$ cat config.mk
export PLATFORM = sky130hd
export DESIGN_NAME = debounce_scan_ctrl
export DESIGN_NICKNAME = d
export VERILOG_FILES = /design/src/rtl/debounce_scan_ctrl.sv
export SDC_FILE = /design/constraint.sdc
export NUM_CORES = 1
export LEC_CHECK = 0
export CAP_MARGIN = 20
export CORE_ASPECT_RATIO = 1.4
export CORE_MARGIN = 2
export CORE_UTILIZATION = 45
export DETAILED_ROUTE_END_ITERATION = 6
export GPL_TIMING_DRIVEN = 0
export HOLD_SLACK_MARGIN = 0.08
export PLACE_DENSITY = 0.74
export SYNTH_ARGS = -nofsm -noshare
export SYNTH_HDL_FRONTEND = slang
export SYNTH_SLANG_ARGS = --single-unit
$ cat constraint.sdc
create_clock -name clk_i -period 3.35 [get_ports clk_i]
set_clock_uncertainty 0.15 [all_clocks]
set_input_delay 0.67 -clock clk_i [delete_from_list [all_inputs] [get_ports clk_i]]
set_output_delay 0.67 -clock clk_i [all_outputs]
set_load 0.02 [all_outputs]
$ cat src/rtl/debounce_scan_ctrl.sv
`timescale 1ns/1ps
`default_nettype none
// ============================================================================
// Module   : debounce_scan_ctrl
// Purpose  : N-channel switch debouncer. One free-running prescaler tick is
//            shared by per-channel IDLE/CONFIRM FSMs. Confirmed level changes
//            queue as pending events that a round-robin arbiter drains onto
//            a single valid/ready event port.
// Revision : 1.0 - initial release
// ============================================================================

module debounce_scan_ctrl #(
  parameter int N = 4,
  parameter int M = 1_000_000,
  parameter int K = 3,
  localparam int ID_W = (N > 1) ? $clog2(N) : 1
) (
  input  logic            clk_i,
  input  logic            reset_i,
  input  logic [N-1:0]    sw_i,
  output logic [N-1:0]    db_o,
  output logic            evt_valid_o,
  input  logic            evt_ready_i,
  output logic [ID_W-1:0] evt_id_o,
  output logic            evt_level_o,
  output logic            evt_overflow_o,
  input  logic            clr_overflow_i
);

  localparam int PW = (M > 1) ? $clog2(M) : 1;
  localparam int CW = $clog2(K + 1);
  localparam logic [PW-1:0] PRESC_LAST = PW'(M - 1);
  localparam logic [CW-1:0] CNT_LAST   = CW'(K - 1);

  typedef enum logic {
    ST_IDLE    = 1'b0,
    ST_CONFIRM = 1'b1
  } ch_state_e;

  logic [N-1:0]    sync1_q;
  logic [N-1:0]    sync2_q;
  logic [PW-1:0]   presc_q;
  logic [PW-1:0]   presc_d;
  logic            tick;

  ch_state_e       state_q [N];
  ch_state_e       state_d [N];
  logic [CW-1:0]   cnt_q   [N];
  logic [CW-1:0]   cnt_d   [N];
  logic [N-1:0]    db_q;
  logic [N-1:0]    db_d;
  logic [N-1:0]    ch_evt;

  logic [N-1:0]    pend_q;
  logic [N-1:0]    pend_d;
  logic [N-1:0]    pend_lvl_q;
  logic [N-1:0]    pend_lvl_d;

  logic [ID_W-1:0] rr_q;
  logic [ID_W-1:0] rr_d;
  logic [ID_W-1:0] cand;
  logic [ID_W-1:0] grant_idx;
  logic            grant_found;
  logic            load;
  logic            ovf_set;

  logic            evt_valid_q;
  logic            evt_valid_d;
  logic [ID_W-1:0] evt_id_q;
  logic [ID_W-1:0] evt_id_d;
  logic            evt_level_q;
  logic            evt_level_d;
  logic            evt_ovf_q;
  logic            evt_ovf_d;

  // Two-flop synchronizer bringing the raw switch levels into the clk domain
  always_ff @(posedge clk_i) begin
    if (reset_i) begin
      sync1_q <= '0;
      sync2_q <= '0;
    end else begin
      sync1_q <= sw_i;
      sync2_q <= sync1_q;
    end
  end

  // Shared mod-M timebase; tick is high during the last count of each period
  always_comb begin
    tick    = (presc_q == PRESC_LAST);
    presc_d = tick ? '0 : presc_q + PW'(1);
  end

  // Prescaler register, free running
  always_ff @(posedge clk_i) begin
    if (reset_i) begin
      presc_q <= '0;
    end else begin
      presc_q <= presc_d;
    end
  end

  // Per-channel confirm FSMs: a new level must survive K shared ticks
  always_comb begin
    for (int i = 0; i < N; i++) begin
      state_d[i] = state_q[i];
      cnt_d[i]   = cnt_q[i];
      db_d[i]    = db_q[i];
      ch_evt[i]  = 1'b0;
      case (state_q[i])
        ST_IDLE: begin
          if (sync2_q[i] != db_q[i]) begin
            state_d[i] = ST_CONFIRM;
            cnt_d[i]   = '0;
          end
        end
        ST_CONFIRM: begin
          if (sync2_q[i] == db_q[i]) begin
            // Bounced back before confirmation: discard the window
            state_d[i] = ST_IDLE;
            cnt_d[i]   = '0;
          end else if (tick) begin
            if (cnt_q[i] == CNT_LAST) begin
              db_d[i]    = ~db_q[i];
              state_d[i] = ST_IDLE;
              cnt_d[i]   = '0;
              ch_evt[i]  = 1'b1;
            end else begin
              cnt_d[i] = cnt_q[i] + CW'(1);
            end
          end
        end
        default: begin
          state_d[i] = ST_IDLE;
          cnt_d[i]   = '0;
        end
      endcase
    end
  end

  // Channel FSM state, confirm counters and debounced levels
  always_ff @(posedge clk_i) begin
    if (reset_i) begin
      for (int i = 0; i < N; i++) begin
        state_q[i] <= ST_IDLE;
        cnt_q[i]   <= '0;
      end
      db_q <= '0;
    end else begin
      for (int i = 0; i < N; i++) begin
        state_q[i] <= state_d[i];
        cnt_q[i]   <= cnt_d[i];
      end
      db_q <= db_d;
    end
  end

  // Round-robin search: first pending channel at or after the rr pointer
  always_comb begin
    grant_found = 1'b0;
    grant_idx   = '0;
    cand        = '0;
    for (int off = 0; off < N; off++) begin
      cand = ID_W'((int'(rr_q) + off) % N);
      if (!grant_found && pend_q[cand]) begin
        grant_found = 1'b1;
        grant_idx   = cand;
      end
    end
  end

  assign load = (!evt_valid_q || evt_ready_i) && grant_found;

  // Pending bookkeeping, overflow detection and output register next state
  always_comb begin
    pend_d      = pend_q;
    pend_lvl_d  = pend_lvl_q;
    ovf_set     = 1'b0;
    evt_valid_d = evt_valid_q;
    evt_id_d    = evt_id_q;
    evt_level_d = evt_level_q;
    rr_d        = rr_q;

    for (int i = 0; i < N; i++) begin
      if (load && (grant_idx == ID_W'(i))) begin
        pend_d[i] = 1'b0;
      end
      // A new confirmation wins over a same-cycle grant; it only counts as
      // an overflow when the older event is not leaving this cycle.
      if (ch_evt[i]) begin
        if (pend_q[i] && !(load && (grant_idx == ID_W'(i)))) begin
          ovf_set = 1'b1;
        end
        pend_d[i]     = 1'b1;
        pend_lvl_d[i] = db_d[i];
      end
    end

    if (load) begin
      evt_valid_d = 1'b1;
      evt_id_d    = grant_idx;
      evt_level_d = pend_lvl_q[grant_idx];
      rr_d        = ID_W'((int'(grant_idx) + 1) % N);
    end else if (evt_ready_i) begin
      evt_valid_d = 1'b0;
    end

    if (ovf_set) begin
      evt_ovf_d = 1'b1;
    end else if (clr_overflow_i) begin
      evt_ovf_d = 1'b0;
    end else begin
      evt_ovf_d = evt_ovf_q;
    end
  end

  // Pending flags, arbiter pointer and event output registers
  always_ff @(posedge clk_i) begin
    if (reset_i) begin
      pend_q      <= '0;
      pend_lvl_q  <= '0;
      rr_q        <= '0;
      evt_valid_q <= 1'b0;
      evt_id_q    <= '0;
      evt_level_q <= 1'b0;
      evt_ovf_q   <= 1'b0;
    end else begin
      pend_q      <= pend_d;
      pend_lvl_q  <= pend_lvl_d;
      rr_q        <= rr_d;
      evt_valid_q <= evt_valid_d;
      evt_id_q    <= evt_id_d;
      evt_level_q <= evt_level_d;
      evt_ovf_q   <= evt_ovf_d;
    end
  end

  assign db_o           = db_q;
  assign evt_valid_o    = evt_valid_q;
  assign evt_id_o       = evt_id_q;
  assign evt_level_o    = evt_level_q;
  assign evt_overflow_o = evt_ovf_q;

endmodule

`default_nettype wire

==> results.sh, run 1 <==
export IMPL_placement_rows=33
export IMPL_tightest_slew_ns=1.06
export IMPL_dpl_cell_count=412
export IMPL_clock_latency_ns=0.34
export IMPL_cts_tree="built"
export IMPL_synth_mux_area_frac=0.00719
export IMPL_powerDensity_nw_per_um2=449
export IMPL_grt_overflow_total=0
export IMPL_synth_most_common_cell="dfxtp_1"
export IMPL_synthCells=327
export IMPL_clock_sinks=59
export IMPL_post_route_period_util=0.860
export IMPL_fin_cells=428
export IMPL_post_cts_buffers=0
export IMPL_finalSetupViolCount=0
export IMPL_fin_crit_ns=2.88
export IMPL_hold_viol=0
export IMPL_drtIter0Drc=92
export IMPL_worstPathMaxFanout=7
export IMPL_final_seq_area_um2=1180
export IMPL_path_cells="nand2b_1 -> a21oi_1 -> a211oi_1 -> ha_1 -> inv_1 -> o21ai_0 -> nor3_1 -> o31ai_1 -> a31oi_1"
export IMPL_place_port_buffers=15
export IMPL_drt_vias_per_instance=5.47
export IMPL_fp_dieH_um=97.1
export IMPL_timing_fmax_ghz=0.347
export IMPL_core_um2=5900
export IMPL_cts_buffers=9
export IMPL_synth_top_cell_by_area="dfxtp_1"
export IMPL_hold_buffers=0
export IMPL_p_leak_nw=1.17
export IMPL_vias=2341
export IMPL_areaGrowthSynthToFinish_pct=15.6
export IMPL_min_path_type="register to register"
export IMPL_maxCapViolCount=0
export IMPL_clock_root_buffer="clkbuf_8"
export IMPL_drv_slew=0
export IMPL_ys_ff_latch=59
export IMPL_gp_congestion=0.877
export IMPL_cts_buffer_depth=2
export IMPL_finalWorstSetupSlack_ns=0.469
export IMPL_criticalPathCategory="register to register"
export IMPL_antenna_cells=0
export IMPL_synthAdderAreaFrac=0.0225
export IMPL_multi_input_area_um2=1450
export IMPL_cts_resized=0
export IMPL_fillers=539
export IMPL_p_total_w=0.00144
export IMPL_synth_top_cell_area_share=0.424
export IMPL_grt_pass1_wl_mm=10.1
export IMPL_synth_edf_count=0
export IMPL_synth_simple_gate_area_share=0.298
export IMPL_postRouteAntennaNets=0
export IMPL_yosys_top_cells_count="dfxtp_1, nor2_1, nand2_1"
export IMPL_required_ns=3.41
export IMPL_synth_distinct_cells=47
export IMPL_initial_core_util=0.471
export IMPL_critical_path_slowest_cell="a211oi_1"
export IMPL_peakVddDrop_v=0.000300
export IMPL_syn_avg_cell_area_um2=8.51
export IMPL_status="complete, no violations"
export IMPL_groute_usage_overall=0.187
export IMPL_syn_num_nets=340
export IMPL_synthTopCellsByArea="dfxtp_1, nor2_1, xnor2_1, nand2_1, a21oi_1"
export IMPL_wl_mm=6.03
export IMPL_fin_nets=366
export IMPL_drc=0
export IMPL_synth_top_family_by_area="simple AND/OR/NAND/NOR gates"
export IMPL_grt_pass1_vias=2275
export IMPL_preCtsSetupSlack_ns=0.525
export IMPL_firstDrtPassIters=5
export IMPL_synthArstFlopShare=0
export IMPL_syn_area_um2=2780
export IMPL_grt_max_degree=11
export IMPL_ys_warn_count=0
export IMPL_rsz0062_at_grt="false"
export IMPL_start_kind="register"
export IMPL_clkTransAtPathRegs_ns=0.07
export IMPL_finalSetupTns_ns=0
export IMPL_top_level_ports=17
export IMPL_antenna_found_initial=0
export IMPL_slew_headroom=0.292
export IMPL_post_dp_hpwl_mm=4.30
export IMPL_fp_dieArea_um2=6840
export IMPL_die_x_um=70.5
export IMPL_ys_seq_area_frac=0.424
export IMPL_synth_xor_area_frac=0.0724
export IMPL_layout_drive_gt1_share=0.106
export IMPL_hold_slack_ns=0.291
export IMPL_crit_path_max_incr_delay_ns=0.86
export IMPL_htree_num_levels=3
export IMPL_synth_compound_area_frac=0.120
export IMPL_dominantRegCellSynth="dfxtp_1"
export IMPL_critPathArrivalTime_ns=2.94
export IMPL_critPathCaptureType="register"
export IMPL_wl_per_cell_um=14.1
layout by cell type, fill, tap and decap left out, types with 5 or more instances in the layout:
cell	count
a21oi_1	21
and2_1	6
and3_1	5
clkbuf_1	6
clkbuf_8	10
clkdlybuf4s50_1	15
dfxtp_1	59
ha_1	5
inv_1	20
nand2_1	30
nand3_1	20
nand4_1	6
nor2_1	43
nor2b_1	9
nor3_1	5
o21ai_0	5
o22ai_1	5
or2_2	5
xnor2_1	15
xor2_1	8
worst paths after layout:
| kind | depth (start not counted) | startpoint | slack, ns | endpoint |
|---|---|---|---|---|
| setup / recovery | 9 | pend_q[1] | 0.47 | evt_overflow_o |
| hold / removal | 1 | presc_q[0] | 0.29 | presc_q[0] |
| setup reg to reg | 9 | pend_q[1] | 0.47 | evt_overflow_o |
| hold reg to reg | 1 | presc_q[0] | 0.29 | presc_q[0] |
cells by family (layout without fill, tap and decap cells):
family / after synthesis / after routing
AND/OR/NAND/NOR: 155 / 155
flip-flops: 59 / 59
AO/OA/AOI/OAI: 52 / 52
buffers and inverters: 31 / 62
XOR/XNOR: 23 / 23
adder cells (fa/ha/maj): 5 / 5
multiplexers: 2 / 2
state kept, by name, indices dropped and copies added (netlist names), 2 cells and up:
name / count
presc_q: 20
cnt_q: 8
db_o: 4
pend_lvl_q: 4
pend_q: 4
state_q: 4
sync1_q: 4
sync2_q: 4
evt_id_o: 2
rr_q: 2
worst max-delay path: cells and delay by family (launching register included):
kind                     cells  cell delay (ns)
AND/OR/NAND/NOR              2             0.22
adder cells (fa/ha/maj)      1             0.29
AO/OA/AOI/OAI                5             1.64
flip-flops                   1             0.42
buffers and inverters        1             0.04
per-stage QoR:
stage / instance area [um2] / utilization
5_1_grt: 3220 / 0.545
6_report: 3220 / 0.545
3_3_place_gp: 3020 / 0.512
2_1_floorplan: 2780 / -
3_5_place_dp: 3020 / 0.512
4_1_cts: 3220 / 0.545
metal layers:
layer	routed length [um]	part of all wire	GRT usage	vias up
met3	182	0.030	0.0550	16
met4	201	0.033	0.107	0
met1	2600	0.43	0.199	1106
met5	0	0	0	-
li1	-	-	-	1188
met2	3050	0.51	0.322	31
where the power goes:
part | switching [W] | internal [W] | leakage [nW]
Sequential | 0.0000138 | 0.000719 | 0.478
Clock | 0.000283 | 0.000363 | 0.0926
Combinational | 0.0000346 | 0.0000318 | 0.604
area by class of cell:
| class | count | area share |
|---|---|---|
| Tap cell | 70 | 0.0272 |
| Clock buffer | 12 | 0.0451 |
| Clock inverter | 4 | 0.0156 |
| Buffer | 11 | 0.0249 |
| Sequential cell | 59 | 0.367 |
| Inverter | 20 | 0.0233 |
| Timing Repair Buffer | 15 | 0.0467 |
| Multi-Input combinational cell | 237 | 0.450 |
No activity file was read; power rests on OpenSTA's default activity.
==> run 2, diff against run 1 <==
- CORE_UTILIZATION: 45 -> 63
- PLACE_DENSITY: 0.74 -> 0.95
==> run 2 against run 1 <==
Die area fell by 27%. Sequential share of layout area rose by 0.83 points. Global-route usage rose by 8.3 points. Clock power fell by 23%. Critical endpoint unchanged.
==> results.sh, run 2 (synthesis gave the netlist of run 1 again) <==
export IMPL_fp_dieH_um=82.7
export IMPL_drt_vias_per_instance=5.76
export IMPL_hold_viol=0
export IMPL_groute_usage_overall=0.269
export IMPL_finalWorstSetupSlack_ns=0.418
export IMPL_finalSetupTns_ns=0
export IMPL_core_um2=4240
export IMPL_cp_startpoint="pend_q[1]"
export IMPL_layout_drive_gt1_share=0.0960
export IMPL_drv_slew=0
export IMPL_critPathCaptureType="register"
export IMPL_preCtsSetupSlack_ns=0.482
export IMPL_p_int_w=0.00100
export IMPL_maxCapViolCount=0
export IMPL_slew_headroom=0.248
export IMPL_power_switching_share=0.229
export IMPL_critPathArrivalTime_ns=3.00
export IMPL_tightest_slew_ns=1.12
export IMPL_clock_sinks=59
export IMPL_post_dp_hpwl_mm=4.24
export IMPL_finalSetupViolCount=0
export IMPL_wl_mm=5.87
export IMPL_seq_power_share=0.564
export IMPL_postRouteAntennaNets=0
export IMPL_clock_root_buffer="clkbuf_8"
export IMPL_p_sw_w=0.000297
export IMPL_rr_endpoint="evt_overflow_o"
export IMPL_cts_resized=0
export IMPL_gp_congestion=0.878
export IMPL_die_x_um=60.2
export IMPL_clock_latency_ns=0.34
export IMPL_placement_rows=28
export IMPL_firstDrtPassIters=4
export IMPL_cts_buffer_depth=2
export IMPL_grt_pass1_vias=2372
export IMPL_r2r_start="pend_q[1]"
export IMPL_crit_path_max_incr_delay_ns=0.91
export IMPL_top_level_ports=17
export IMPL_final_common_cell="dfxtp_1"
export IMPL_critPathCapture="evt_overflow_o"
export IMPL_p_leak_nw=1.15
export IMPL_clkTransAtPathRegs_ns=0.06
export IMPL_fp_dieArea_um2=4970
export IMPL_largest_reg_flops=20
export IMPL_grt_max_degree=11
export IMPL_fin_crit_ns=2.93
export IMPL_antenna_found_initial=0
export IMPL_place_port_buffers=15
export IMPL_vias=2384
export IMPL_post_cts_buffers=0
export IMPL_htree_num_levels=3
export IMPL_combPwrFrac=0.051
export IMPL_path_cells="nand2b_1 -> a21oi_1 -> a211oi_1 -> ha_1 -> inv_1 -> o21ai_0 -> nor3_1 -> o31ai_1 -> a31oi_1"
export IMPL_final_cell_mix="dfxtp_1, nor2_1, nand2_1"
export IMPL_drc=0
export IMPL_min_path_type="register to register"
export IMPL_rsz0062_at_grt="false"
export IMPL_hold_buffers=0
export IMPL_powerDensity_nw_per_um2=413
export IMPL_areaGrowthSynthToFinish_pct=13.0
export IMPL_fin_nets=366
export IMPL_status="complete, no violations"
export IMPL_grt_pass1_wl_mm=9.78
export IMPL_required_ns=3.41
export IMPL_critical_path_slowest_cell="a211oi_1"
export IMPL_post_route_period_util=0.875
export IMPL_drtIter0Drc=100
export IMPL_p_clk_frac=0.385
export IMPL_wl_per_cell_um=14.2
export IMPL_criticalPathCategory="register to register"
export IMPL_regMostFlops="presc_q"
export IMPL_cts_tree="built"
export IMPL_rrSetupSlack_ns=0.42
export IMPL_reg_top3="presc_q x20, cnt_q x8"
export IMPL_grt_overflow_total=0
export IMPL_cts_buffers=9
export IMPL_peakVddDrop_v=0.000316
export IMPL_timing_fmax_ghz=0.341
export IMPL_worstRegToRegCells=9
export IMPL_initial_core_util=0.657
export IMPL_antenna_cells=0
export IMPL_worstPathMaxFanout=7
export IMPL_start_kind="register"
[run 2: worst max-delay path, delay by kind of cell, from the launching register on]
family / cells / cell delay, ns
AOI/OAI and AO/OA: 5 / 1.68
adders and majority gates: 1 / 0.29
buffers and inverters: 1 / 0.04
DFF: 1 / 0.40
and+or+nand+nor: 2 / 0.24
[run 2: metrics by stage]
step	total power, W	util	instances	instance area [um2]	hold WS (ns)
floorplan	0.000791	-	327	2780	0.263
global placement	0.000810	0.710	402	3010	0.270
detailed placement	0.000813	0.710	402	3010	0.278
CTS	0.00131	0.742	414	3150	0.295
global route	0.00135	0.742	414	3150	0.299
finish	0.00130	0.742	414	3150	0.291
[run 2: final cells by class]
type	instances	area, um2
Multi-Input combinational cell	237	1450
Buffer	11	80.1
Timing Repair Buffer	15	150
Tap cell	60	75.1
Fill cell	288	1090
Clock inverter	1	5.00
Inverter	20	75.1
Sequential cell	59	1180
Clock buffer	11	131
[run 2: worst min path at each step]
| stage | slack (ns) | end | depth (start not counted) | start |
|---|---|---|---|---|
| after floorplan | 0.26 | presc_q[0] | 1 | presc_q[0] |
| after global placement | 0.27 | sync2_q[3] | 1 | sync1_q[3] |
| after detailed placement | 0.28 | sync2_q[3] | 1 | sync1_q[3] |
| after CTS | 0.30 | sync2_q[3] | 1 | sync1_q[3] |
| after global routing | 0.30 | sync2_q[3] | 1 | sync1_q[3] |
| final | 0.29 | sync2_q[3] | 1 | sync1_q[3] |
[run 2: power by group through the flow]
stage / sequential [W] / combinational (W) / clock (W)
after floorplan: 0.000743 / 0.0000475 / 0
after detailed placement: 0.000747 / 0.0000662 / 0
after global placement: 0.000746 / 0.0000632 / 0
final: 0.000733 / 0.0000663 / 0.000500
after global routing: 0.000735 / 0.0000742 / 0.000537
after CTS: 0.000732 / 0.0000663 / 0.000510
[run 2: metal layers]
layer / part of all wire / track usage
met5: 0 / 0
met1: 0.39 / 0.267
met4: 0.042 / 0.193
met3: 0.034 / 0.0826
met2: 0.53 / 0.464
